--- src/rtl/mby_msh_col_wr_arb.sv ---
// Credit-based round-robin arbiter: NUM_REQ local writers share one mesh column write port; MBY_MSH_COL_WR_ARB_PERF_CNT_EN adds per-requester grant counters.
// Latency: a handshake at edge N presents the write on o_wr_* in cycle N+1.
// Backpressure: o_req_rdy stays low while the registered credit count is zero or i_reset is high.
module mby_msh_col_wr_arb #(
   parameter int NUM_REQ = 4,
   parameter int ADDR_W  = 20,
   parameter int DATA_W  = 64,
   parameter int CREDITS = 8,
   parameter int CNT_W   = 16
) (
   input  logic                          mclk,
   input  logic                          i_reset,
   input  logic [NUM_REQ-1:0]            i_req_vld,
   input  logic [NUM_REQ*ADDR_W-1:0]     i_req_addr,
   input  logic [NUM_REQ*DATA_W-1:0]     i_req_data,
   output logic [NUM_REQ-1:0]            o_req_rdy,
   output logic                          o_wr_vld,
   output logic [ADDR_W-1:0]             o_wr_addr,
   output logic [DATA_W-1:0]             o_wr_data,
   output logic [$clog2(NUM_REQ)-1:0]    o_wr_src,
   input  logic                          i_crd_rtn,
   output logic [$clog2(CREDITS+1)-1:0]  o_crd_cnt,
`ifdef MBY_MSH_COL_WR_ARB_PERF_CNT_EN
   output logic [NUM_REQ*CNT_W-1:0]      o_grant_cnt,
`endif
   output logic                          o_crd_err
);

   localparam int SRC_W = $clog2(NUM_REQ);
   localparam int CRD_W = $clog2(CREDITS+1);
   localparam logic [CRD_W-1:0] CRD_MAX  = CRD_W'(CREDITS);
   localparam logic [SRC_W:0]   NREQ     = (SRC_W+1)'(NUM_REQ);
   localparam logic [SRC_W-1:0] LAST_REQ = SRC_W'(NUM_REQ-1);

   logic [SRC_W-1:0] ptr;
   logic [SRC_W-1:0] win;
   logic [SRC_W-1:0] ptr_nxt;
   logic             found;
   logic             grant;
   logic [CRD_W-1:0] crd;
   logic [CRD_W-1:0] crd_nxt;
   logic             crd_ovf;

   // Scan from ptr upward with wrap; the first valid requester wins.
   always_comb begin : winner_search
      logic [SRC_W:0]   sum;
      logic [SRC_W-1:0] cand;
      win   = '0;
      found = 1'b0;
      sum   = '0;
      cand  = '0;
      for (int i = 0; i < NUM_REQ; i++) begin
         sum = {1'b0, ptr} + (SRC_W+1)'(i);
         if (sum >= NREQ) begin
            sum = sum - NREQ;
         end
         cand = sum[SRC_W-1:0];
         if (!found && i_req_vld[cand]) begin
            found = 1'b1;
            win   = cand;
         end
      end
   end

   assign grant   = found && (crd != '0) && !i_reset;
   assign ptr_nxt = (win == LAST_REQ) ? '0 : win + SRC_W'(1);

   always_comb begin
      o_req_rdy = '0;
      if (grant) begin
         o_req_rdy[win] = 1'b1;
      end
   end

   // A return with the pool already full and nothing consumed is an overflow.
   always_comb begin
      crd_nxt = crd;
      crd_ovf = 1'b0;
      case ({grant, i_crd_rtn})
         2'b10: crd_nxt = crd - CRD_W'(1);
         2'b01: begin
            if (crd == CRD_MAX) begin
               crd_ovf = 1'b1;
            end else begin
               crd_nxt = crd + CRD_W'(1);
            end
         end
         default: crd_nxt = crd;
      endcase
   end

   always_ff @(posedge mclk) begin
      if (i_reset) begin
         crd       <= CRD_MAX;
         ptr       <= '0;
         o_wr_vld  <= 1'b0;
         o_wr_addr <= '0;
         o_wr_data <= '0;
         o_wr_src  <= '0;
         o_crd_err <= 1'b0;
      end else begin
         crd      <= crd_nxt;
         o_wr_vld <= grant;
         if (crd_ovf) begin
            o_crd_err <= 1'b1;
         end
         if (grant) begin
            ptr       <= ptr_nxt;
            o_wr_addr <= i_req_addr[win*ADDR_W +: ADDR_W];
            o_wr_data <= i_req_data[win*DATA_W +: DATA_W];
            o_wr_src  <= win;
         end
      end
   end

   assign o_crd_cnt = crd;

`ifdef MBY_MSH_COL_WR_ARB_PERF_CNT_EN
   always_ff @(posedge mclk) begin
      if (i_reset) begin
         o_grant_cnt <= '0;
      end else if (grant) begin
         o_grant_cnt[win*CNT_W +: CNT_W] <= o_grant_cnt[win*CNT_W +: CNT_W] + CNT_W'(1);
      end
   end
`else
   // Grant statistics are not built in this configuration.
`endif

endmodule

--- config.mk ---
export PLATFORM = sky130hd
export DESIGN_NAME = mby_msh_col_wr_arb
export DESIGN_NICKNAME = d
export VERILOG_FILES = /design/src/rtl/mby_msh_col_wr_arb.sv
export SDC_FILE = /design/constraint.sdc
export NUM_CORES = 1
export LEC_CHECK = 0
export ABC_AREA = 1
export BUFFER_PORTS_ARGS = -buffer_cell sky130_fd_sc_hd__buf_2
export CAP_MARGIN = 5
export CORE_AREA = 3 3 168 170
export CTS_BUF_LIST = sky130_fd_sc_hd__clkbuf_8 sky130_fd_sc_hd__clkbuf_16
export CTS_CLUSTER_DIAMETER = 120
export DETAILED_ROUTE_END_ITERATION = 10
export DIE_AREA = 0 0 171 173
export PLACE_DENSITY = 0.65
export REMOVE_ABC_BUFFERS = 1
export SYNTH_ARGS = -nofsm -noshare
export SYNTH_HDL_FRONTEND = slang
export SYNTH_SLANG_ARGS = --single-unit
--- constraint.sdc ---
create_clock -name mclk -period 3.2 [get_ports mclk]
set_clock_uncertainty 0.15 [all_clocks]
set_input_delay 0.32 -clock mclk [delete_from_list [all_inputs] [get_ports mclk]]
set_output_delay 0.32 -clock mclk [all_outputs]
set_load 0.01 [all_outputs]
# == Yosys cells after proc, flatten, opt, wreduce, memory -nomap -nowiden ==
# Index checks and enable logic that the tools add are counted.
# W data, S select, Z words.
# word_totals
word_cells,76
output_inout_bits,96
reg_bits,94
in_bits,343
# op_classes
mul,1
n_reduce_logical,13
n_lt_le_gt_ge,10
eq_ne,5
n_mux,28
add_sub_neg,10
shifts,2
# op_table
operator,n
$shiftx A256 B9 Y64,1
$shiftx A80 B8 Y20,1
$mux W2,9
$lt A2 B3 Y1 const B,5
$mux W1,11
$ge A3 B3 Y1 const B,3
$bmux W1 S2,4
$mux W4,2
$pmux W4 S2,1
$sub A2 B1 Y2 const B,4
$add A2 B2 Y3 const B,2
$logic_and A1 B1 Y1,6
$mul A2 B3 Y5 const B,1
$add A4 B1 Y4 const B,1
$eq A2 B2 Y1 const B,2
$eq A4 B4 Y1 const B,1
$logic_not A1 Y1,4
$reduce_bool A4 Y1,1
$sub A4 B1 Y4 const B,1
$add A2 B1 Y3 const B,1
$ge A2 B3 Y1 const B,1
$add A2 B1 Y2 const B,1
$demux W1 S2,1
$eq A2 B1 Y1 const B,1
other kinds (4),4

# == Logic depth before layout (Yosys ltp) ==
# Gate-level depths: netlist of run 1.
# logic_depth
ltp_word,19
mapped_depth,21
depth_no_buf,20

# == Least setup slack after synthesis of run 1 ==
# No wires, ideal clock.
# synth_timing
kind,register to register
start,register ptr[0]
end,"register crd[3], in the netlist o_crd_cnt[3]"
t_required_ns,2.920
stages_incl_launch_ff,21
synth_period_minus_slack_ns,2.623
arrival_ns,2.343
n_path_buf,2
path_slack_ns,0.577
setup_time_ns,0.130
path_cell_list,dfxtp_1 > buf_4 > nand2_2 > nand3_2 > nand2_1 > nor2_2 > nand3b_1 > nand2_4 > inv_2 > buf_6 > nor2_2 > inv_1 > ha_1 > nand2_1 > nand2_1 > a31oi_1 > inv_1 > nand4_1 > nand2_1 > nand2_1 > nand3_1
# synth_between
elab_chain_len,19
word_cells_on_any_way,41
cone_classes,add/sub: 7; order compare: 4; eq/ne: 3; mux: 17; reduce/logical: 10
# synth_lines
element,line_no,rtl
from (decl),35,logic [SRC_W-1:0] ptr;
from (signal assigned),108,ptr <= ptr_nxt;
"parallel branches: the longest is 13 deep, another holds $add A2 B1 Y3",n/a,
$mux W1 (*),58,if (!found && i_req_vld[cand]) begin
$logic_and A1 B1 Y1 (*) (2 in a row),65,assign grant = found && (crd != '0) && !i_reset;
$eq A2 B1 Y1 / $eq A2 B2 Y1 (equally long branches),79,"case ({grant, i_crd_rtn})"
$ne A2 B2 Y1 (no source line) / $reduce_bool A2 Y1 (equally long branches),n/a,
$reduce_and A2 Y1 (no source line),n/a,
to (signal assigned),102,crd <= crd_nxt;
to (decl),40,logic [CRD_W-1:0] crd;
# Mark *: on every way between the ends. The select of a mux whose other input is x is not followed.
# A chain may end at the register's enable or synchronous reset.

# == Worst setup path in the final report of run 1 ==
# layout_timing
start,register ptr[0]
end,output o_req_rdy[3]
# layout_between
elab_chain_len,19
word_cells_on_any_way,45
cone_classes,add/sub: 7; order compare: 6; mux: 23; reduce/logical: 9
# layout_lines
element,line_no,rtl
"parallel branches: the longest is 18 deep, another holds $add A2 B1 Y3",n/a,
$mux W4 (*),70,if (grant) begin
to (decl),16,"output logic [NUM_REQ-1:0] o_req_rdy,"
# Marks and branches as above.

==> impl_results.md, run 1 <==
* Run status: finished clean
* Final worst path period need at 2.91 ns
* Synth Warn # at 0
* CTS Buf Count at 9
* Core Region at 26900 um2
* Die area at 29600 um2
* Width of the die at 171 um
* Cell taking the most area after synthesis: dfxtp_1
* Fmax at 344 MHz
* Setup violators final at 0
* Routed len/inst at 14.0 um
* Leak Pwr at 6.06 nW
* Vias in the first global route at 8534
* Top cell family by delay on the critical path: simple AND/OR/NAND/NOR gates
* Post-place setup slack at 0.198 ns
* Yosys top cell area share at 0.261
* Worst setup path class: flip-flop to output port
* Setup_tns at 0 ns
* Root buffer cell: clkbuf_16
* Final Hold Viols at 0
* DRC Markers at 0
* Count of cell types in the netlist at 30
* Std cell rows at 60
* Critical path cell sequence: inv_2 > nand2_1 > nand3_1 > nand2_1 > nor2_2 > nand3_1 > nand2_4 > nand2_8 > inv_2 > ha_1 > inv_1 > nor2_1 > buf_2
* N_diodes at 0
* Die height at 173 um
* Critical Path Fanout Max at 24
* Initial antenna violation count at 0
* Critical Path RT at 2.73 ns
* Worst-Skew Late Latency at 0.34 ns
* Postcts setup bufs at 0
* # fillers at 2961
* Mean Syn Cell Area at 5.78 um2
* Worst slew margin at 0.253
* Final WS setup at 0.291 ns
* Final instance area at 9840 um2
* First-pass GRT wire length at 42.1 mm
* Largest net degree at the start of global routing at 112
* Count of input and output buffers at 438
* Max-Cap Viols at 0
* CP peak stage delay at 0.40 ns
* Synth Cell Area at 7220 um2
* Dpl cell area at 9540 um2
* Post-Syn Instances at 1250
* Hold WC Path Type: input port to flip-flop
* CTS tree: done
* Final wirelength at 27.6 mm
* Total GRT Usage at 0.174
* Gpl congestion at 0.890
* Post-CTS Hold Buffers at 0
* FF+latch count, synth at 94
* Vias per Instance at 4.64
* Worst setup SP type: flip-flop
* Iteration-0 DRC Markers at 478
* VDD IR max at 772 uV
* Register clock-pin slew on the reported worst setup and hold paths at 0.07 ns
* Fin crit share at 0.909
* Critical Path Slowest Stage Cell: dfxtp_4
* Post-synthesis sequential area ratio at 0.261
* Least-Margin Pin Slew at 1.12 ns
* Layout area overhead at 36.3%
* Htree depth at 3
* Worst setup EP type: output port
* Number of I/O pins at 439
* 1st-pass router iterations at 5
* Top cells by area, synth: dfxtp_1 (26%), nand2_1 (20%), nand3_1 (20%)
* Final ANT Viol Nets at 0
* DP HPWL at 20.1 mm
* CTS Sinks at 94
* Worst path bufs/invs at 4
* Unrepaired setup endpoints after global routing: false
* Initial Util at 0.269
* Final Slew Violations at 0
* Power per cell area at 886 nW/um2
* Critical path arrival at 2.44 ns
* Nets at 1976
* Max clock buf depth at 2
* Share of post-route cells with drive strength above 1 at 0.298
* Global route overflow at 0
* Total number of vias at 9146
[cell usage after synthesis]
library cell  count
nand2_1         389
nand3_1         290
inv_1           218
dfxtp_1          94
nand3b_1         61
buf_2            60
a21oi_1          46
clkbuf_1         11
nor2_1           11
o21ai_1          10
o211ai_1          9
buf_4             8
ha_1              6
inv_2             5
nand2_2           5
buf_1             4
buf_6             4
nor2_2            4
a31oi_1           2
nand2_4           2
nand4_1           2
a21boi_1          1
and2_1            1
fa_1              1
nand3_2           1
nand3_4           1
nor2_8            1
o21a_1            1
o21ai_0           1
xor2_1            1
[timing repair]
action | CTS | global route
gates cloned | 0 | 0
endpoints found under the setup margin | 2 | 2
gates resized for setup | 1 | 3
[through the flow]
step           cells  total power [mW]  hold slack (ns)   util
4_1_cts         1971              8.79           0.0106  0.366
6_report        1971              8.72           0.0301  0.366
3_3_place_gp    1956              7.59            0.292  0.355
3_5_place_dp    1956              7.64            0.307  0.355
2_1_floorplan   1163              5.61            0.239      -
5_1_grt         1971              9.58           0.0260  0.366
[layout make-up]
cell class,count,area (um2),area share
Multi-Input combinational cell,846,4060,0.413
Sequential cell,94,1890,0.192
Clock inverter,6,63.8,0.00648
Timing Repair Buffer,452,2340,0.238
Inverter,223,837,0.0850
Clock buffer,9,225,0.0229
Tap cell,341,427,0.0433
[final timing paths]
path                                      end           from  slack (ns)  cells past startpoint
worst min-delay path                   ptr[0]        i_reset        0.03                      2
worst max-delay path             o_req_rdy[3]         ptr[0]        0.29                     13
worst min register to register  o_wr_data[44]  o_wr_data[44]        0.32                      2
worst max register to register   o_crd_cnt[3]         ptr[0]        0.40                     19
[layout by cell type, fill, tap and decap left out, drive strengths merged, types with 2 or more instances in the layout]
master | netlist | layout
buf | 76 | 452
nand2 | 396 | 396
nand3 | 292 | 292
inv | 223 | 225
dfxtp | 94 | 94
nand3b | 61 | 61
a21oi | 46 | 46
nor2 | 16 | 16
o21ai | 11 | 11
o211ai | 9 | 9
clkbuf | 11 | 9
ha | 6 | 6
a31oi | 2 | 2
nand4 | 2 | 2
clkinv | 0 | 2
[cell families after synthesis]
kind of cell,Yosys count,share of synthesized area
buf+inv,310,0.180
xor+xnor,1,0.00121
flops,94,0.261
compound gates,70,0.0527
simple gates,768,0.492
fa+ha+maj,7,0.0132
[flip-flops by register name, indices dropped and copies added, names as in the netlist]
name,count
o_wr_addr,20
o_crd_err,1
ptr,2
o_wr_vld,1
o_wr_data,64
o_wr_src,2
o_crd_cnt,4
[power by group]
group / switching [mW] / internal [mW] / total, mW / leakage, nW
Clock: 0.490 / 0.603 / 1.09 / 0.143
Sequential: 0.251 / 1.64 / 1.89 / 0.782
Combinational: 3.80 / 1.94 / 5.74 / 5.13
Total: 4.54 / 4.18 / 8.72 / 6.06
[routing by layer]
layer	routed length, um	part of all wire	global-route usage	up-vias
li1	-	-	-	4653
met1	11400	0.41	0.201	4103
met2	13600	0.49	0.315	353
met3	2100	0.076	0.0380	37
met4	553	0.020	0.0573	0
met5	0	0	0	-
Note: power is estimated with default switching activity, not from simulation.
==> run 2, diff against run 1 <==
Settings changed: PLACE_DENSITY 0.65 to 0.54.
==> run 2 against run 1 <==
Final area increased by 0.34%. Sequential share of layout area fell by 0.091 points. Wire length increased by 8.3%. Power grew 1.2%. Non-clock buffer count up 2. Combinational power up 2%. Register-to-register slack worse by 0.08 ns. Worst setup slack lost 0.013 ns. Sequential power barely moved. Clock power about the same. Highest routed layer unchanged.
==> impl_results.md, run 2 (synthesized netlist as in run 1, its figures left out) <==
* Width of the die at 171 um (unchanged)
* # fillers at 3053 (+3.1%)
* Clock power share at 0.123 (-0.002)
* Logic pwr share at 0.663 (+0.005)
* Postcts setup bufs at 0 (unchanged)
* Iteration-0 DRC Markers at 621 (+30%)
* Post-CTS Hold Buffers at 0 (unchanged)
* Count of input and output buffers at 438 (unchanged)
* Critical Path RT at 2.73 ns (about the same)
* Sequential power share at 0.214 (-0.003)
* Global route overflow at 0 (unchanged)
* CTS Buf Count at 9 (unchanged)
* Htree depth at 3 (unchanged)
* Initial Util at 0.269 (unchanged)
* Std cell rows at 60 (unchanged)
* Switching share of total power at 0.525 (+0.00423)
* Switching power total at 4.63 mW (+2.1%)
* CTS Sinks at 94 (unchanged)
* Hold WC Path Type: input port to flip-flop
* Gpl congestion at 0.867 (-2.6%)
* Design Power at 8.83 mW (+1.2%)
* Worst-Skew Late Latency at 0.34 ns (about the same)
* Worst setup EP type: output port
* First-pass GRT wire length at 45.7 mm (+8.4%)
* Inst Count DP at 1958 (+0.10%)
* Run status: finished clean
* Layout Cells excl Fill at 1975 (+0.20%)
* Critical path arrival at 2.45 ns (about the same)
* Power per cell area at 894 nW/um2 (+0.88%)
* Unrepaired setup endpoints after global routing: false
* Pint at 4.20 mW (+0.34%)
* Leak Pwr at 6.08 nW (+0.34%)
* Vias in the first global route at 8627 (+1.1%)
* Number of I/O pins at 439 (unchanged)
* Die area at 29600 um2 (unchanged)
* CTS tree: done
* Commonest cells after routing, fill and taps aside: buf_2 (438), nand2_1 (389), nand3_1 (289)
* Final ANT Viol Nets at 0 (unchanged)
* Max-Cap Viols at 0 (unchanged)
* Final Slew Violations at 0 (unchanged)
* Max reg flops at 64 (unchanged)
* VDD IR max at 731 uV (-5.4%)
* Final wirelength at 30.0 mm (+8.3%)
* Fin crit share at 0.913 (+0.00421)
* Final instance area at 9880 um2 (+0.34%)
* Final WS setup at 0.278 ns (-0.0135 ns)
* Critical Path Fanout Max at 11 (-54%)
* Layout area overhead at 36.8%
* Worst slew margin at 0.176 (-0.0775)
* Setup violators final at 0 (unchanged)
* 1st-pass router iterations at 5 (unchanged)
* DRC Markers at 0 (unchanged)
* Dpl cell area at 9570 um2 (+0.29%)
* Root buffer cell: clkbuf_16
* DP HPWL at 21.7 mm (+8.1%)
* Register clock-pin slew on the reported worst setup and hold paths at 0.07 ns (about the same)
* Share of post-route cells with drive strength above 1 at 0.298 (about the same)
* Routed len/inst at 15.2 um (+8.1%)
* Final worst path period need at 2.92 ns (+0.0135 ns)
* Nets at 1978 (+0.10%)
* Total GRT Usage at 0.191 (+0.0174)
* Die height at 173 um (unchanged)
* Total number of vias at 9137 (-0.098%)
* Max clock buf depth at 2 (unchanged)
* Post-place setup slack at 0.310 ns (+0.112 ns)
* Most common cell after layout, fill and taps aside: buf_2
* Worst setup SP type: flip-flop
* Fmax at 342 MHz (-0.46%)
* Core Region at 26900 um2 (unchanged)
* Final Hold Viols at 0 (unchanged)
* Reg-to-reg slack, setup at 0.32 ns (-0.08 ns)
* Top reg by flops: o_wr_data
* Worst setup path class: flip-flop to output port
* Least-Margin Pin Slew at 1.23 ns (+0.113 ns)
* Vias per Instance at 4.63 (-0.30%)
* Initial antenna violation count at 1 (+1)
* Largest net degree at the start of global routing at 112 (unchanged)
* PostCTS Resize Cnt at 0 (-1)
run 2: worst max-delay path, cell delays in order (launching register included):
cell and delay [ns]:
dfxtp_2 0.36, inv_2 0.12, nand2_1 0.10, nand3_1 0.10, nand2_1 0.10, nor2_2 0.16
nand3_1 0.14, nand2_4 0.13, nand2_8 0.08, inv_2 0.20, ha_1 0.19, inv_1 0.05
nor2_1 0.20, buf_2 0.18
run 2: path summary, 6_finish.rpt:
path                        start             to  cells past startpoint
setup / recovery           ptr[0]   o_req_rdy[3]                     13
hold / removal    i_req_data[245]  o_wr_data[53]                      3
setup reg to reg           ptr[0]  o_wr_data[37]                     13
hold reg to reg     o_wr_data[44]  o_wr_data[44]                      2
run 2: stage by stage:
| step | hold WS (ns) | TNS (ns) | utilization |
|---|---|---|---|
| floorplan | 0.239 | -83.32 | - |
| global placement | 0.307 | 0 | 0.356 |
| detailed placement | 0.308 | 0 | 0.356 |
| CTS | 0.0238 | 0 | 0.367 |
| global route | 0.0409 | 0 | 0.368 |
| finish | 0.0422 | 0 | 0.368 |
run 2: power by group through the flow:
stage | clock network [mW] | registers, mW | logic [mW]
floorplan | 0 | 2.10 | 3.51
global placement | 0 | 1.91 | 5.82
detailed placement | 0 | 1.90 | 5.85
CTS | 1.13 | 1.88 | 5.87
global route | 1.18 | 1.95 | 6.56
finish | 1.09 | 1.89 | 5.86
run 2: cell type report:
cell class / instances / area, um2 / area share
diodes: 1 / 2.50 / 0.000253
clock inverters: 7 / 60.1 / 0.00608
multi-input cells: 846 / 4070 / 0.412
well taps: 341 / 427 / 0.0432
inverters: 223 / 837 / 0.0847
clock buffers: 9 / 225 / 0.0228
flip-flops and latches: 94 / 1880 / 0.191
repair buffers: 454 / 2370 / 0.240
run 2: metal layers:
layer  GRT usage  routed length [um]  share of wire
met2       0.330               14600           0.49
met5           0                   0              0
met4      0.0590                 792          0.026
met1       0.239               12500           0.42
met3      0.0380                2160          0.072
==> run 3, diff against run 2 <==
Settings changed: CORE_AREA 3 3 168 170 to 3 3 170 172, DIE_AREA 0 0 171 173 to 0 0 173 175, PLACE_DENSITY 0.54 to 0.53.
==> run 3 against run 2 <==
Maximum frequency shrank 3.3%. Hold slack lost 0.0099 ns. Clock power is essentially flat. Power barely moved. Worst setup slack worse by 0.099 ns. Non-clock buffer count is 1 lower. Die area grew 2.3%. Via count fell by 0.25%. Core utilization is 0.80 points lower. Cell count grew 1.8%. Final area increased by 0.57%. Combinational power barely moved. Highest routed layer is now met5.
==> impl_results.md, run 3 (synthesized netlist as in run 1, its figures left out) <==
* Run status: finished clean
* Max clock buf depth at 2 (unchanged)
* Die area at 30300 um2 (+2.3%)
* Std cell rows at 61 (+1.7%)
* Unrepaired setup endpoints after global routing: false
* Critical Path Fanout Max at 18 (+7)
* VDD IR max at 565 uV (-23%)
* Total GRT Usage at 0.185 (-0.00625)
* RR Startpoint: ptr[0]
* Commonest cells after routing, fill and taps aside: buf_2 (438), nand2_1 (389), nand3_1 (290)
* Largest net degree at the start of global routing at 112 (unchanged)
* Number of I/O pins at 439 (unchanged)
* Initial antenna violation count at 1 (unchanged)
* Vias per Instance at 4.53 (-2.0%)
* Worst-Skew Late Latency at 0.35 ns (about the same)
* CP Launch Point: ptr[0]
* Critical Path RT at 2.73 ns (about the same)
* Final wirelength at 29.6 mm (-1.2%)
* Fmax at 331 MHz (-3.3%)
* Postcts setup bufs at 0 (unchanged)
* Least-Margin Pin Slew at 1.14 ns (-0.0899 ns)
* First-pass GRT wire length at 45.7 mm (about the same)
* Most common cell after layout, fill and taps aside: buf_2
* CTS Buf Count at 9 (unchanged)
* Met1 usage at 0.222 (-0.0169)
* Final Hold Viols at 0 (unchanged)
* Final WS setup at 0.179 ns (-0.0985 ns)
* Die height at 175 um (+1.2%)
* Post-CTS Hold Buffers at 0 (unchanged)
* Initial Util at 0.261 (-0.00732)
* N_diodes at 0 (-1)
* Top reg by flops: o_wr_data
* Root buffer cell: clkbuf_16
* Critical path arrival at 2.55 ns (+0.10 ns)
* 1st-pass router iterations at 4 (-1)
* Power per cell area at 889 nW/um2 (-0.61%)
* Nets at 1978 (unchanged)
* Htree depth at 3 (unchanged)
* Met2 Use GR at 0.326 (-0.00421)
* Worst setup EP type: output port
* Hold WC Path Type: input port to flip-flop
* Iteration-0 DRC Markers at 424 (-32%)
* Layout area overhead at 37.6%
* Hold_ws at 0.0323 ns (-0.00993 ns)
* Total number of vias at 9114 (-0.25%)
* Register clock-pin slew on the reported worst setup and hold paths at 0.08 ns (about the same)
* CTS tree: done
* Gpl congestion at 0.871 (+0.51%)
* Count of input and output buffers at 438 (unchanged)
* Share of post-route cells with drive strength above 1 at 0.300 (+0.00184)
* # fillers at 3168 (+3.8%)
* Fin crit share at 0.944 (+0.0308)
* Met3 usage at 0.0491 (+0.0112)
* DP HPWL at 21.7 mm (-0.29%)
* Setup violators final at 0 (unchanged)
* Width of the die at 173 um (+1.2%)
* Post-place setup slack at 0.201 ns (-0.109 ns)
* Core Region at 27600 um2 (+2.8%)
* Worst slew margin at 0.236 (+0.0601)
* CTS Sinks at 94 (unchanged)
* Final ANT Viol Nets at 0 (unchanged)
* Leak Pwr at 6.07 nW (-0.18%)
* Worst setup SP type: flip-flop
* Global route overflow at 0 (unchanged)
* Final Slew Violations at 0 (unchanged)
* Final worst path period need at 3.02 ns (+0.0985 ns)
* Max-Cap Viols at 0 (unchanged)
* Routed len/inst at 14.7 um (-2.9%)
* Worst setup path class: flip-flop to output port
* Hold_sp: i_req_data[245]
* Max reg flops at 64 (unchanged)
* Vias in the first global route at 8830 (+2.4%)
* DRC Markers at 0 (unchanged)
* Top Usage Layer GRT: met2
-- run 3: layout make-up --
| type | count | area, um2 | area share |
|---|---|---|---|
| clock buffers | 11 | 253 | 0.0254 |
| clock inverters | 5 | 35.0 | 0.00353 |
| inverters | 223 | 841 | 0.0846 |
| multi-input cells | 847 | 4080 | 0.411 |
| flip-flops and latches | 94 | 1880 | 0.190 |
| well taps | 378 | 473 | 0.0476 |
| repair buffers | 453 | 2370 | 0.239 |
-- run 3: worst paths after layout --
kind | end | slack (ns) | cells after the start
setup / recovery | o_req_rdy[3] | 0.18 | 13
hold / removal | o_wr_data[53] | 0.03 | 3
setup reg to reg | o_wr_addr[2] | 0.30 | 13
hold reg to reg | o_crd_err | 0.31 | 1
-- run 3: power breakdown --
group / internal, mW / total (mW) / switching, mW
combinational: 1.98 / 5.87 / 3.89
clock: 0.569 / 1.07 / 0.502
sequential: 1.64 / 1.89 / 0.246
-- run 3: per-stage QoR --
stage	instances	area, um2	setup TNS, ns	power, mW	utilization
5_1_grt	2011	9930	0	9.72	0.360
3_3_place_gp	1994	9620	0	7.74	0.348
3_5_place_dp	1994	9620	0	7.76	0.348
4_1_cts	2010	9920	0	8.90	0.359
6_report	2011	9930	0	8.83	0.360
2_1_floorplan	1163	6760	-83.32	5.61	-
-- run 3: repair_timing --
action                                  in CTS  in global routing
hold endpoints to repair                     0                  0
pin swaps                                    0                  1
gates resized for setup                      3                  1
endpoints found under the setup margin       3                  2
gates cloned                                 0                  1
-- run 3: critical path, stage by stage, from the launching register on --
cell	delay, ns
dfxtp_2	0.38
inv_2	0.13
nand2_1	0.10
nand3_1	0.12
nand2_1	0.11
nor2_2	0.16
nand3_1	0.14
nand2_4	0.16
nand2_8	0.14
inv_4	0.19
ha_1	0.17
inv_1	0.05
nor2_1	0.16
buf_2	0.17
-- run 3: routing by layer --
layer | share of wire | wire length, um | vias to the layer above
met1 | 0.42 | 12400 | 4077
li1 | - | - | 4653
met3 | 0.076 | 2250 | 39
met4 | 0.023 | 668 | 2
met5 | 0.00030 | 9 | -
met2 | 0.48 | 14300 | 343
